==> config.mk <==
export PLATFORM = sky130hd
export DESIGN_NAME = credit_return_tracker_flat
export DESIGN_NICKNAME = d
export VERILOG_FILES = /design/src/rtl/credit_return_tracker_pkg.sv /design/src/rtl/credit_return_tracker_if.sv /design/src/rtl/credit_return_tracker_slot.sv /design/src/rtl/credit_return_tracker.sv /design/src/flat_wrapper.sv
export SDC_FILE = /design/constraint.sdc
export NUM_CORES = 1
export LEC_CHECK = 0
export CAP_MARGIN = 20
export CORE_UTILIZATION = 55
export CTS_BUF_LIST = sky130_fd_sc_hd__clkbuf_16
export DETAILED_ROUTE_END_ITERATION = 16
export GPL_ROUTABILITY_DRIVEN = 0
export GPL_TIMING_DRIVEN = 1
export PLACE_DENSITY = 0.9
export SLEW_MARGIN = 20
export SYNTH_ARGS = -nofsm -noshare
export SYNTH_HDL_FRONTEND = slang
export SYNTH_SLANG_ARGS = --single-unit
==> constraint.sdc <==
create_clock -name clk -period 8.1 [get_ports clk]
set_input_delay 1.62 -clock clk [delete_from_list [all_inputs] [get_ports clk]]
set_output_delay 1.62 -clock clk [all_outputs]
set_load 0.02 [all_outputs]
==> src/rtl/credit_return_tracker_pkg.sv <==
// Shared types and default sizing for the credit return tracker.
// Holds the tracker FSM state enum, default parameter values and the
// channel-index width helper used by the interface and the top level.
package credit_tracker_pkg;

  localparam int unsigned DEF_NUM_CH      = 4;
  localparam int unsigned DEF_CNT_W       = 8;
  localparam int unsigned DEF_INIT_CREDIT = 8;
  localparam int unsigned DEF_MAX_CREDIT  = 15;
  localparam int unsigned STATS_W         = 16;

  typedef enum logic {INIT, RUN} trk_state_e;

  // Width of a channel index; a single channel still needs one bit.
  function automatic int unsigned ch_idx_w(input int unsigned num_ch);
    return (num_ch <= 1) ? 1 : $clog2(num_ch);
  endfunction

endpackage

==> src/rtl/credit_return_tracker_if.sv <==
// Send/return handshake bundle between the upstream arbiter, the downstream
// buffer and the credit tracker.
//   send_valid/send_ch : sender spends one credit on send_ch
//   send_ready         : tracker allows the send (combinational)
//   ret_valid/ret_ch   : one credit returned on ret_ch
// master = sender/returner side, slave = tracker side.
interface credit_return_tracker_if
  import credit_tracker_pkg::*;
#(
  parameter int unsigned NUM_CH = DEF_NUM_CH
) ();

  localparam int unsigned CH_W = ch_idx_w(NUM_CH);

  logic            send_valid;
  logic [CH_W-1:0] send_ch;
  logic            send_ready;
  logic            ret_valid;
  logic [CH_W-1:0] ret_ch;

  modport master (
    output send_valid, send_ch, ret_valid, ret_ch,
    input  send_ready
  );

  modport slave (
    input  send_valid, send_ch, ret_valid, ret_ch,
    output send_ready
  );

endinterface

==> src/rtl/credit_return_tracker_slot.sv <==
// One channel's credit counter with saturating net update.
// Ports: clk, rst (sync, active-high); load/load_val (init walker write,
// highest priority); dec (fired send); inc (credit return);
// cnt (counter register), at_max (cnt at ceiling), nonzero (cnt != 0).
module credit_slot #(
  parameter int unsigned CNT_W      = 8,
  parameter int unsigned MAX_CREDIT = 15
) (
  input  logic             clk,
  input  logic             rst,
  input  logic             load,
  input  logic [CNT_W-1:0] load_val,
  input  logic             dec,
  input  logic             inc,
  output logic [CNT_W-1:0] cnt,
  output logic             at_max,
  output logic             nonzero
);

  logic [CNT_W-1:0] cnt_q;
  logic [CNT_W-1:0] cnt_d;

  assign at_max  = (cnt_q >= CNT_W'(MAX_CREDIT));
  assign nonzero = |cnt_q;
  assign cnt     = cnt_q;

  // Simultaneous inc and dec cancel; each direction saturates.
  always_comb begin
    cnt_d = cnt_q;
    if (load) begin
      cnt_d = load_val;
    end else if (inc && !dec) begin
      if (!at_max) cnt_d = cnt_q + CNT_W'(1);
    end else if (dec && !inc) begin
      if (nonzero) cnt_d = cnt_q - CNT_W'(1);
    end
  end

  always_ff @(posedge clk) begin
    if (rst) cnt_q <= '0;
    else     cnt_q <= cnt_d;
  end

endmodule

==> src/rtl/credit_return_tracker.sv <==
// Per-channel credit tracker: consuming end of the inc/dec credit protocol.
// After reset an init walker loads INIT_CREDIT into one channel per cycle;
// then sends spend credits and returns replenish them, with sticky
// overflow/underflow error flags.
// Ports: clk, rst (sync, active-high); bus (slave handshake bundle);
// credit_avail (per-channel nonzero), credit_cnt (flat counters, channel i
// at [i*CNT_W +: CNT_W]), init_done, err_overflow, err_underflow.
// Build option CREDIT_TRACKER_STATS_EN adds fire_count (wrapping count of
// fired sends) and peak_ch_credit (max counter value seen since init end).
module credit_return_tracker
  import credit_tracker_pkg::*;
#(
  parameter int unsigned NUM_CH      = DEF_NUM_CH,
  parameter int unsigned CNT_W       = DEF_CNT_W,
  parameter int unsigned INIT_CREDIT = DEF_INIT_CREDIT,
  parameter int unsigned MAX_CREDIT  = DEF_MAX_CREDIT
) (
  input  logic                    clk,
  input  logic                    rst,
  credit_return_tracker_if.slave  bus,
  output logic [NUM_CH-1:0]       credit_avail,
  output logic [NUM_CH*CNT_W-1:0] credit_cnt,
  output logic                    init_done,
  output logic                    err_overflow,
  output logic                    err_underflow
`ifdef CREDIT_TRACKER_STATS_EN
  ,
  output logic [STATS_W-1:0]      fire_count,
  output logic [CNT_W-1:0]        peak_ch_credit
`endif
);

  localparam int unsigned CH_W = ch_idx_w(NUM_CH);

  trk_state_e      state_q, state_d;
  logic [CH_W-1:0] idx_q, idx_d;
  logic            init_done_q, init_done_d;
  logic            err_ovf_q, err_ovf_d;
  logic            err_unf_q, err_unf_d;

  logic [CH_W-1:0] send_ch;
  logic [CH_W-1:0] ret_ch;
  logic            fire;
  logic            ret_fire;
  logic            same_ch;

  logic [NUM_CH-1:0] at_max;
  logic [NUM_CH-1:0] nonzero;
  logic [CNT_W-1:0]  cnt [NUM_CH];

  assign send_ch        = bus.send_ch;
  assign ret_ch         = bus.ret_ch;
  assign bus.send_ready = init_done_q && nonzero[send_ch];
  assign fire           = bus.send_valid && bus.send_ready;
  assign ret_fire       = init_done_q && bus.ret_valid;
  assign same_ch        = (send_ch == ret_ch);

  // Channel decode into one counter slot per channel.
  for (genvar i = 0; i < NUM_CH; i++) begin : g_slot
    credit_slot #(
      .CNT_W      (CNT_W),
      .MAX_CREDIT (MAX_CREDIT)
    ) u_slot (
      .clk      (clk),
      .rst      (rst),
      .load     ((state_q == INIT) && (idx_q == CH_W'(i))),
      .load_val (CNT_W'(INIT_CREDIT)),
      .dec      (fire && (send_ch == CH_W'(i))),
      .inc      (ret_fire && (ret_ch == CH_W'(i))),
      .cnt      (cnt[i]),
      .at_max   (at_max[i]),
      .nonzero  (nonzero[i])
    );
    assign credit_cnt[i*CNT_W +: CNT_W] = cnt[i];
  end

  assign credit_avail  = nonzero;
  assign init_done     = init_done_q;
  assign err_overflow  = err_ovf_q;
  assign err_underflow = err_unf_q;

  // Init walker and error detection.
  always_comb begin
    state_d     = state_q;
    idx_d       = idx_q;
    init_done_d = init_done_q;
    err_ovf_d   = err_ovf_q;
    err_unf_d   = err_unf_q;
    case (state_q)
      INIT: begin
        idx_d = idx_q + CH_W'(1);
        if (idx_q == CH_W'(NUM_CH - 1)) begin
          idx_d       = '0;
          init_done_d = 1'b1;
          state_d     = RUN;
        end
      end
      RUN: begin
        if (bus.send_valid && !bus.send_ready) err_unf_d = 1'b1;
        // A fire on the same channel absorbs the return, so no overflow.
        if (ret_fire && at_max[ret_ch] && !(fire && same_ch)) err_ovf_d = 1'b1;
      end
      default: state_d = INIT;
    endcase
  end

  always_ff @(posedge clk) begin
    if (rst) begin
      state_q     <= INIT;
      idx_q       <= '0;
      init_done_q <= 1'b0;
      err_ovf_q   <= 1'b0;
      err_unf_q   <= 1'b0;
    end else begin
      state_q     <= state_d;
      idx_q       <= idx_d;
      init_done_q <= init_done_d;
      err_ovf_q   <= err_ovf_d;
      err_unf_q   <= err_unf_d;
    end
  end

`ifdef CREDIT_TRACKER_STATS_EN
  logic [STATS_W-1:0] fire_count_q, fire_count_d;
  logic [CNT_W-1:0]   peak_q, peak_d;

  // Peak samples the live counters every RUN cycle, so it trails them by one.
  always_comb begin
    fire_count_d = fire_count_q;
    peak_d       = peak_q;
    if (fire) fire_count_d = fire_count_q + STATS_W'(1);
    if (state_q == RUN) begin
      for (int i = 0; i < int'(NUM_CH); i++) begin
        if (cnt[i] > peak_d) peak_d = cnt[i];
      end
    end
  end

  always_ff @(posedge clk) begin
    if (rst) begin
      fire_count_q <= '0;
      peak_q       <= '0;
    end else begin
      fire_count_q <= fire_count_d;
      peak_q       <= peak_d;
    end
  end

  assign fire_count     = fire_count_q;
  assign peak_ch_credit = peak_q;
`endif

endmodule

==> src/flat_wrapper.sv <==
// flat-port wrapper written by rule: the top's interface ports become plain ports
module credit_return_tracker_flat import credit_tracker_pkg::*;
#(
  parameter int unsigned NUM_CH      = DEF_NUM_CH,
  parameter int unsigned CNT_W       = DEF_CNT_W,
  parameter int unsigned INIT_CREDIT = DEF_INIT_CREDIT,
  parameter int unsigned MAX_CREDIT  = DEF_MAX_CREDIT
)
  (clk, rst, credit_avail, credit_cnt, init_done, err_overflow, err_underflow, bus_send_valid, bus_send_ch, bus_ret_valid, bus_ret_ch, bus_send_ready);
  credit_return_tracker_if #(.NUM_CH(NUM_CH)) bus_i ();
  input  logic clk;
  input  logic rst;
  output logic [NUM_CH-1:0] credit_avail;
  output logic [NUM_CH*CNT_W-1:0] credit_cnt;
  output logic init_done;
  output logic err_overflow;
  output logic err_underflow;
  input wire logic [$bits(bus_i.send_valid)-1:0] bus_send_valid;
  input wire logic [$bits(bus_i.send_ch)-1:0] bus_send_ch;
  input wire logic [$bits(bus_i.ret_valid)-1:0] bus_ret_valid;
  input wire logic [$bits(bus_i.ret_ch)-1:0] bus_ret_ch;
  output wire logic [$bits(bus_i.send_ready)-1:0] bus_send_ready;
  assign bus_i.send_valid = bus_send_valid;
  assign bus_i.send_ch = bus_send_ch;
  assign bus_i.ret_valid = bus_ret_valid;
  assign bus_i.ret_ch = bus_ret_ch;
  assign bus_send_ready = bus_i.send_ready;
  credit_return_tracker #(.NUM_CH(NUM_CH), .CNT_W(CNT_W), .INIT_CREDIT(INIT_CREDIT), .MAX_CREDIT(MAX_CREDIT)) u_core (.clk(clk), .rst(rst), .bus(bus_i), .credit_avail(credit_avail), .credit_cnt(credit_cnt), .init_done(init_done), .err_overflow(err_overflow), .err_underflow(err_underflow));
endmodule
; After elaboration in Yosys (flattened, before gate mapping)
; Cells that the tools add are included.
[word_totals]
ff_bits = 38
wordCells = 149
inputBits = 8
[op_classes]
n_reduce_logical = 75
bitwise = 1
order_cmp = 6
mux = 27
eq_ne = 18
n_addsub = 9
[op_table]
columns = op, count
row1 = $mux 8, 16
row2 = $add 8x1->8 const B, 4
row3 = $ge 8x4->1 const B, 4
row4 = $reduce_or 8->1, 4
row5 = $sub 8x1->8 const B, 4
row6 = $logic_and 1x1->1, 27
row7 = $reduce_and 3->1, 8
row8 = $reduce_bool 3->1, 8
row9 = $mux 4, 4
row10 = $reduce_bool 2->1, 8
row11 = $eq 2x2->1 const B, 6
row12 = $ne 3x3->1 const B, 4
row13 = $logic_not 1->1, 10
row14 = $ne 2x2->1 const B, 4
row15 = $reduce_or 2->1, 4
row16 = $eq 2x1->1 const B, 3
row17 = $logic_not 2->1, 3
row18 = $lt 2x3->1 const B, 2
row19 = $reduce_and 2->1, 3
row20 = $bmux 1 s2, 2
row21 = $mux 1, 4
row22 = $add 2x1->2 const B, 1
row23 = $eq 2x2->1, 1
row24 = $mux 2, 1
row25 = $not 1->1, 1

; Longest topological paths before layout
; Gate-level depths: netlist (run 1).
[logic_depth]
ltp_word = 10
mapped_depth = 14

; By module
; Synthesis (run 1) repeated with hierarchy kept, for this count alone.
[unflattened]
hier_cells = 451
area_unflattened_um2 = 3626.0
[modules_own_cells]
columns = mod, area_per_inst_um2, cells_each, n_inst
row1 = credit_slot at u_core.g_slot[0].u_slot ..., 810.8, 100, 3
row2 = credit_slot at u_core.g_slot[1].u_slot, 758.2, 97, 1
row3 = credit_return_tracker, 435.4, 54, 1

; Worst setup path after synthesis (run 1)
; No wires, ideal clock.
[synth_path]
kind = input -> register
from = input port bus_send_ch[0]
to = register u_core.g_slot[0].u_slot.cnt_q[7]
stages = 12
path_slack_ns = 3.760
arrival_time_ns = 4.283
t_required_ns = 8.043
path_cell_list = inv_1 mux4_2 and2_4 nand3_1 ha_1 inv_1 ha_1 a21oi_1 o2111ai_1 a2111o_1 a211oi_1 a31o_2
[synth_via]
elab_chain_cells = 9
[synth_rtl]
columns = item, line
row1 = start: declaration, flat_wrapper.sv:19  ; input wire logic [$bits(bus_i.send_ch)-1:0] bus_send_ch;
row2 = $bmux 1 s2 *, credit_return_tracker.sv:53  ; assign bus.send_ready = init_done_q && nonzero[send_ch];
row3 = $mux 1 (implied by the code) *, credit_return_tracker.sv:53
row4 = $logic_and 1x1->1 *, credit_return_tracker.sv:53
row5 = net bus_send_ready, flat_wrapper.sv:22  ; output wire logic [$bits(bus_i.send_ready)-1:0] bus_send_ready;
row6 = $logic_and 1x1->1 *, credit_return_tracker.sv:54  ; assign fire = bus.send_valid && bus.send_ready;
row7 = $logic_and 1x1->1 *, credit_return_tracker.sv:68  ; .dec (fire && (send_ch == CH_W'(i))),
row8 = $logic_not 1->1, credit_return_tracker_slot.sv:32  ; end else if (inc && !dec) begin
row9 = $logic_and 1x1->1, credit_return_tracker_slot.sv:32
row10 = $ne 2x2->1 (no line) or $reduce_bool 2->1 (tied branches), -
row11 = $reduce_and 3->1 (no line), -
row12 = end signal: assignment, credit_return_tracker_slot.sv:41  ; else cnt_q <= cnt_d;
row13 = end: declaration, credit_return_tracker_slot.sv:20  ; logic [CNT_W-1:0] cnt_q;
; The timed path passes the listed nets; every way through them passes the cells marked *. The select of a mux whose other input is x is not followed.
; A chain may end at the register's enable or synchronous reset.

; Worst setup path after layout (run 1)
[layout_path]
from = input port bus_send_ch[0]
to = output port bus_send_ready
[layout_via]
elab_chain_cells = 3
[layout_rtl]
columns = item, line
row1 = $bmux 1 s2, credit_return_tracker.sv:53
row2 = $mux 1 (implied by the code), credit_return_tracker.sv:53
row3 = $logic_and 1x1->1, credit_return_tracker.sv:53
row4 = end: declaration, flat_wrapper.sv:22
; Every way passes these cells. The select of a mux whose other input is x is not followed.

==> metrics.csv, run 1 <==
stage,metric,value,unit
status,outcome,"complete, no violations",
synth,synth_nets,432,
setup_path,crit_path_start_kind,input pin,
floorplan,io-pin-count,48,
routing,ant_nets,0,
pwr,p_per_area,167,nW/um2
floorplan,dieHeight,78.6,um
setup_path,path_buf_inv,3,
setup_path,r2r-end,u_core.g_slot[3].u_slot.cnt[7],
floorplan,die_w,78.6,um
placed_design,portBuffers,47,
worst_hold_path,holdCritPathClass,reg2reg,
layout,multi_input_area,2270,um2
clocking,clk_latency,0.29,ns
setup_path,criticalPathCategory,in2out,
worst_hold_path,hold-path-endpoint,u_core.err_underflow,
synth,yosysSeqAreaShare,23.6,%
floorplan,core-area,5570,um2
pwr,ir_drop,104,uV
grt,grt_pass1_vias,2869,
sta,whs,0.478,ns
clocking,hold_buffers,0,
clocking,cts_buffers,5,
pwr,cellLeakagePower,0.00158,uW
clocking,cts_tree,built,
setup_path,rrSetupSlack,4.16,ns
synth,synth_top_flop_cell,dfxtp_1,
layout,drive_gt1_share,6.28,%
sta,max_slew.worst_pin.slew,0.812,ns
routing,finalWirelength,7640,um
sta,setup_ws,2.85,ns
setup_path,end_kind,output pin,
grt,use_met2,45.7,%
grt,grt_pass1_wl,12900,um
layout,final_net_count,479,
synth,synth_top_area_share,23.6,%
job,cap_violations,0,
floorplan,die_area,6170,um2
setup_path,crit_top_cell,clkdlybuf4s50_1,
synth,yosys-top-cells-area,"dfxtp_1, ha_1, mux2i_1, inv_1, nor2_1",
floorplan,start_util,57.8,%
routing,first_iter_violations,149,
synth,synth_top_area_cell,dfxtp_1,
clocking,cts_max_level,2,
synth,synth-edff-count,0,
setup_path,crit_required,6.48,ns
routing,via_count,3002,
layout,finalCoreUtilization,69.6,%
setup_path,crit_chain,clkdlybuf4s50_1 > inv_1 > mux4_2 > and2_4 > clkdlybuf4s50_1,
layout,area_delta_synth_final,20.4,%
worst_hold_path,whs_path_depth,1,
setup_path,reg2reg_from,u_core.g_slot[1].u_slot.cnt[4],
sta,setup_viol,0,
placed_design,place_ws,2.84,ns
synth,synthCells,382,
clocking,cts.reportedPaths.clkPinSlew,0.06,ns
setup_path,crit_family,buffers and inverters,
synth,synthArstFlopShare,0,%
clocking,cts_resized,0,
grt,grt_max_degree,12,
clocking,post_cts_buffers,0,
placed_design,postPlaceCellArea,3740,um2
sta,min_period_over_period,64.8,%
sta,slew_viol_final,0,
clocking,ctsRootBufferMaster,clkbuf_16,
clocking,clk_path_buf_depth,2,
layout,seqCellArea,761,um2
clocking,cts_sinks,38,
grt,use_met3,4.65,%
layout,stdcell_area,3880,um2
setup_path,crit_fanout,6,
sta,finalHoldViolCount,0,
layout,layout.filler_cells,443,
routing,drt_first_pass_iters,4,
synth,yosysUniqueCellTypes,50,
synth,syn_area_per_cell,8.44,um2
sta,setup_tns,0,ns
sta,clock_skew,0.00446,ns
synth,yosys_warnings,0,
synth,syn_area,3220,um2
grt,grt-busiest-layer,met2,
routing,drc,0,
routing,viasPerCell,5.98,
grt,grt_util_met1,32.5,%
setup_path,cpPeakStageDelay,0.57,ns
sta,grt_setup_unrepaired,false,
worst_hold_path,min_from,u_core.err_underflow,
setup_path,reg2reg_depth,13,
floorplan,rows,27,
sta,relSlewSlack,45.6,%
sta,period_minus_slack,5.25,ns
layout,diodes,0,
grt,grt_use_total,26.6,%
grt,globalRoute.totalOverflow,0,
synth,yosys-top-cells-count,"dfxtp_1, ha_1, inv_1",
sta,max_freq,190,MHz
grt,antenna_found_initial,0,
setup_path,arrival,3.63,ns
routing,wl_per_cell,15.2,um
synth,synth-seq-cells,38,
setup_path,slowest_stage,mux4_2,
placed_design,hpwl,5660,um
==> sequential cells by signal (all words and copies together) (netlist names) <==
register	count
u_core.g_slot.u_slot.cnt	32
u_core.idx_q	2
u_core.err_overflow	1
u_core.err_underflow	1
u_core.init_done	1
u_core.state_q	1
==> layout make-up <==
| class | count | share of cell area, % |
|---|---|---|
| Sequential cell | 38 | 19.6 |
| Inverter | 40 | 3.87 |
| Multi-Input combinational cell | 297 | 58.5 |
| Timing Repair Buffer | 47 | 12.1 |
| Clock inverter | 3 | 0.322 |
| Tap cell | 72 | 2.32 |
| Clock buffer | 5 | 3.22 |
==> power breakdown <==
group          switching [uW]  internal, uW  leakage, uW
combinational             136          99.6      0.00120
sequential               19.4           200     0.000307
clock                    79.2           111    0.0000724
==> layer usage <==
layer / share of wire, % / vias up
met3: 5.0 / 12
met1: 45 / 1410
met5: 0 / -
met2: 48 / 90
met4: 1.8 / 0
li1: - / 1490
==> through the flow <==
step	power, uW	cells
global route	678	502
global placement	444	494
CTS	645	502
floorplan	389	382
detailed placement	452	494
finish	647	502
==> worst register-to-register path: cells and delay by family (launching register included) <==
family                     cells  cell delay, ns
AOI/OAI and AO/OA              5            1.24
adders and majority gates      2            0.56
buffers and inverters          1            0.20
DFF                            1            0.35
muxes                          1            0.54
and+or+nand+nor                4            0.98
==> logic make-up after synthesis <==
group | share of synthesized area, %
xor gates and xnor gates | 5.98
buffers and inverters | 5.94
muxes | 5.67
DFF | 23.6
AOI/OAI and AO/OA | 18.8
and+or+nand+nor | 22.8
adders and majority gates | 17.2
==> worst max path at each step <==
stage / startpoint / to / slack [ns] / cells after the start
after global routing: bus_send_ch[0] / bus_send_ready / 2.76 / 5
final: bus_send_ch[0] / bus_send_ready / 2.85 / 5
after detailed placement: bus_send_ch[0] / u_core.g_slot[3].u_slot.cnt[7] / 2.84 / 13
after CTS: bus_send_ch[0] / bus_send_ready / 2.85 / 5
after floorplan: bus_send_ch[0] / u_core.g_slot[0].u_slot.cnt[7] / 3.76 / 12
after global placement: bus_send_ch[0] / bus_send_ready / 2.92 / 5
==> cell usage in the layout (no fill, tap or decap), types with 6 or more instances in the layout <==
master            n
nand4_1           7
dfxtp_1          38
nor2_1           32
or3_1             6
xnor2_1          12
nand2b_1          7
nand3_1          13
a21oi_1          22
nor3_1            7
o21ai_0           9
ha_1             38
o21bai_1          6
xor2_1           10
o2111ai_1         8
clkdlybuf4s50_1  47
nand2_1          24
mux2i_1          16
a211oi_1          7
inv_1            39
Power figures use the tool's default switching activity.
==> run 2, diff against run 1 <==
==> constraint.sdc (replaced) <==
create_clock -name clk -period 5.2 [get_ports clk]
set_input_delay 1.04 -clock clk [delete_from_list [all_inputs] [get_ports clk]]
set_output_delay 1.04 -clock clk [all_outputs]
set_load 0.02 [all_outputs]
==> metrics.csv, run 2 (synthesis results as in run 1) <==
stage,metric,value,unit
status,outcome,"complete, no violations",
setup_path,crit_required,5.43,ns
clocking,cts_resized,0,
setup_path,crit_chain,clkdlybuf4s50_1 > inv_1 > mux4_2 > nand4_1 > or2_2 > ha_1 > inv_1 > ha_1 > a21oi_1 > o2111ai_1 > a2111o_1 > a211oi_1 > a31o_2,
setup_path,crit_path_start_kind,input pin,
setup_path,crit_fanout,8,
setup_path,timing.critical_path.depth,13,
setup_path,slowest_stage,clkdlybuf4s50_1,
clocking,clk_latency,0.28,ns
clocking,cts_tree,built,
grt,grt_pass1_vias,2897,
layout,final_net_count,479,
worst_hold_path,whs_path_depth,1,
pwr,ir_drop,170,uV
sta,setup_viol,0,
sta,min_period_over_period,85.9,%
sta,max_slew.worst_pin.slew,0.791,ns
routing,finalWirelength,7720,um
clocking,cts_buffers,5,
sta,relSlewSlack,47.0,%
floorplan,io-pin-count,48,
floorplan,core-area,5570,um2
grt,globalRoute.totalOverflow,0,
setup_path,path_buf_inv,3,
grt,grt_max_degree,11,
routing,first_iter_violations,156,
clocking,cts_max_level,2,
setup_path,arrival,4.70,ns
layout,diodes,0,
clocking,hold_buffers,0,
layout,stdcell_area,3870,um2
job,cap_violations,0,
floorplan,die_w,78.6,um
floorplan,dieHeight,78.6,um
sta,setup_ws,0.732,ns
floorplan,die_area,6170,um2
clocking,cts_sinks,38,
placed_design,place_ws,0.599,ns
sta,grt_setup_unrepaired,false,
grt,antenna_found_initial,0,
setup_path,crit_family,compound AO/OA/AOI/OAI gates,
routing,drc,0,
placed_design,hpwl,5740,um
floorplan,rows,27,
sta,clock_skew,0.00526,ns
routing,viasPerCell,6.00,
placed_design,dp_cells,494,
setup_path,crit_start,bus_send_ch[0],
pwr,cellLeakagePower,0.00158,uW
layout,largest_register_ffs,32,
sta,whs,0.486,ns
sta,finalHoldViolCount,0,
grt,grt_pass1_wl,13000,um
worst_hold_path,holdCritPathClass,reg2reg,
routing,ant_nets,0,
setup_path,reg2reg_from,u_core.g_slot[1].u_slot.cnt[4],
clocking,cts.reportedPaths.clkPinSlew,0.06,ns
grt,grt_use_total,26.4,%
sta,period_minus_slack,4.47,ns
layout,layout.cells.non_filler,501,
sta,slew_viol_final,0,
layout,drive_gt1_share,6.06,%
clocking,post_cts_buffers,0,
layout,final_cell_mix,"clkdlybuf4s50_1, inv_1, ha_1, dfxtp_1, nor2_1",
sta,setup_tns,0,ns
routing,drt_first_pass_iters,5,
pwr,p_per_area,258,nW/um2
placed_design,postPlaceCellArea,3740,um2
routing,wl_per_cell,15.4,um
sta,max_freq,224,MHz
placed_design,portBuffers,47,
setup_path,cpPeakStageDelay,0.59,ns
clocking,clk_path_buf_depth,2,
setup_path,criticalPathCategory,in2reg,
floorplan,start_util,57.8,%
setup_path,end_kind,flip-flop,
setup_path,reg2reg_depth,13,
layout,area_delta_synth_final,20.2,%
worst_hold_path,min_from,u_core.err_underflow,
clocking,ctsRootBufferMaster,clkbuf_16,
layout,layout_commonest_cell,clkdlybuf4s50_1,
routing,via_count,3006,
-- run 2: cell types whose count changed in the layout (fill, tap and decap cells not counted), sizes merged --
cell	previous run	this run
inv	41	42
clkinv	2	0
-- run 2: cell type report --
class | count | area, um2
inverter | 40 | 150
sequential | 38 | 761
multi-input combinational | 297 | 2270
tap | 72 | 90.1
clock inverter | 2 | 7.51
clock buffer | 5 | 125
fill | 440 | 1700
timing repair buffer | 47 | 470
-- run 2: worst paths after layout --
| check | slack [ns] | to |
|---|---|---|
| hold / removal | 0.49 | u_core.err_underflow |
| hold reg to reg | 0.49 | u_core.err_underflow |
| setup reg to reg | 1.22 | u_core.g_slot[1].u_slot.cnt[7] |
| setup / recovery | 0.73 | u_core.g_slot[3].u_slot.cnt[7] |
-- run 2: through the flow --
step           util [%]  power (uW)
6_report           69.5         999
5_1_grt            69.5        1050
4_1_cts            69.5         997
3_5_place_dp       67.1         706
3_3_place_gp       67.1         692
2_1_floorplan         -         607
-- run 2: metal layers --
metal | global-route usage, % | vias up | wire length (um)
li1 | - | 1482 | -
met1 | 32.5 | 1413 | 3400
met2 | 46.0 | 96 | 3770
met3 | 4.53 | 15 | 412
met4 | 9.26 | 0 | 140
met5 | 0 | - | 0
-- run 2: report_power, final --
group | switching (uW) | total, uW | internal [uW]
registers | 30.1 | 342 | 312
clock network | 119 | 291 | 172
logic | 211 | 366 | 155
total | 360 | 999 | 639
-- run 2: worst register-to-register path: stages (launching register included) --
cell and delay (ns):
dfxtp_1 0.35, nor4_2 0.51, nand2_1 0.20, mux4_2 0.55, and2_4 0.21, nand4b_1 0.12, ha_1 0.20, inv_1 0.18
ha_1 0.43, nand3_1 0.13, o2111ai_1 0.27, nor4b_1 0.43, o21ai_0 0.16, a21oi_1 0.17
==> run 3, diff against run 2 <==
==> constraint.sdc (replaced) <==
create_clock -name clk -period 5.2 [get_ports clk]
set_input_delay 1.04 -clock clk [delete_from_list [all_inputs] [get_ports clk]]
set_output_delay 1.04 -clock clk [all_outputs]
set_load 0.1 [all_outputs]
==> metrics.csv, run 3 (synthesis results as in run 1) <==
stage,metric,value,unit
placed_design,hpwl,5780,um
clocking,cts_sinks,38,
setup_path,crit_required,5.43,ns
sta,setup_viol,0,
floorplan,io-pin-count,48,
pwr,power.total,1150,uW
worst_hold_path,holdCritPathClass,reg2reg,
floorplan,core-area,5570,um2
layout,layout_commonest_cell,clkdlybuf4s50_1,
layout,layout.cells.non_filler,501,
clocking,cts_resized,0,
floorplan,rows,27,
clocking,cts_buffers,5,
layout,final_net_count,479,
pwr,power.switching,506,uW
sta,whs,0.479,ns
grt,grt_max_degree,12,
clocking,post_cts_buffers,0,
floorplan,die_area,6170,um2
pwr,p_per_area,296,nW/um2
routing,ant_nets,0,
sta,min_period_over_period,85.9,%
setup_path,crit_path_start_kind,input pin,
setup_path,end_kind,flip-flop,
sta,finalHoldViolCount,0,
layout,stdcell_area,3870,um2
placed_design,portBuffers,47,
pwr,p_seq_share,30.0,%
routing,first_iter_violations,142,
routing,via_count,3063,
sta,max_freq,224,MHz
setup_path,arrival,4.69,ns
pwr,clkPwrFrac,25.4,%
placed_design,dp_cells,494,
floorplan,start_util,57.8,%
grt,globalRoute.totalOverflow,0,
routing,drt-met1-wl,3420,um
layout,seqCellArea,761,um2
pwr,sw_frac_of_total,44.2,%
clocking,cts_max_level,2,
sta,period_minus_slack,4.46,ns
clocking,cts_tree,built,
setup_path,criticalPathCategory,in2reg,
clocking,hold_buffers,0,
layout,final_cell_mix,"clkdlybuf4s50_1, inv_1, ha_1, dfxtp_1, nor2_1",
routing,dr_wl_met3,405,um
clocking,clk_path_buf_depth,2,
pwr,ir_drop,244,uV
sta,max_slew.worst_pin.slew,1.01,ns
clocking,clk_latency,0.28,ns
setup_path,crit_fanout,8,
sta,slew_viol_final,0,
layout,largest_register_ffs,32,
routing,top_layer,met4,
placed_design,postPlaceCellArea,3740,um2
sta,clock_skew,0.00733,ns
layout,layout.filler_cells,431,
floorplan,dieHeight,78.6,um
grt,grt_pass1_vias,2867,
clocking,cts.reportedPaths.clkPinSlew,0.06,ns
routing,finalWirelength,7850,um
layout,diodes,0,
sta,relSlewSlack,32.7,%
sta,setup_tns,0,ns
routing,drt_first_pass_iters,4,
job,cap_violations,0,
routing,wl_per_cell,15.7,um
clocking,ctsRootBufferMaster,clkbuf_16,
layout,multi_input_area,2270,um2
routing,drc,0,
floorplan,die_w,78.6,um
layout,area_delta_synth_final,20.2,%
routing,viasPerCell,6.11,
sta,grt_setup_unrepaired,false,
pwr,comb_power_share,44.6,%
routing,dr_wl_met2,3820,um
pwr,p_int,639,uW
grt,grt_pass1_wl,13100,um
grt,grt_use_total,26.8,%
pwr,cellLeakagePower,0.00158,uW
status,outcome,"complete, no violations",
grt,antenna_found_initial,0,
layout,drive_gt1_share,6.76,%
==> run 3: power by group through the flow <==
stage	clock network (uW)	registers (uW)	logic, uW
2_1_floorplan	0	432	317
3_3_place_gp	0	347	486
3_5_place_dp	0	349	498
4_1_cts	296	343	507
5_1_grt	311	348	544
6_report	291	343	511
==> run 3: worst paths after layout <==
kind	start	end	slack [ns]	depth (start not counted)
setup / recovery	bus_send_ch[0]	u_core.g_slot[3].u_slot.cnt[7]	0.74	13
hold / removal	u_core.err_underflow	u_core.err_underflow	0.48	1
setup reg to reg	u_core.g_slot[1].u_slot.cnt[4]	u_core.g_slot[0].u_slot.cnt[7]	1.29	13
hold reg to reg	u_core.err_underflow	u_core.err_underflow	0.48	1
==> run 3: area by class of cell <==
type,instances,share of cell area [%]
Timing Repair Buffer,47,12.1
Sequential cell,38,19.6
Multi-Input combinational cell,297,58.6
Clock inverter,2,0.258
Clock buffer,5,3.23
Tap cell,72,2.32
Inverter,40,3.87
==> run 3: critical path, cell delays in order <==
cell	delay (ns)
clkdlybuf4s50_1	0.60
inv_1	0.15
mux4_2	0.41
nand4_1	0.16
or2_2	0.32
ha_1	0.24
inv_1	0.25
ha_1	0.29
a21oi_1	0.27
o2111ai_1	0.19
a2111o_1	0.40
a211oi_1	0.24
a31o_2	0.13
==> run 3: metrics by stage <==
step           utilization [%]  worst slack [ns]
2_1_floorplan                -              1.14
5_1_grt                   69.5             0.486
3_3_place_gp              67.1             0.679
4_1_cts                   69.5             0.766
3_5_place_dp              67.1             0.519
6_report                  69.5             0.735
==> run 3: per-layer routing <==
layer  track usage [%]  up-vias
met1              31.9     1447
li1                  -     1483
met3              5.58       24
met5                 0        -
met4              11.1        0
met2              46.3      109
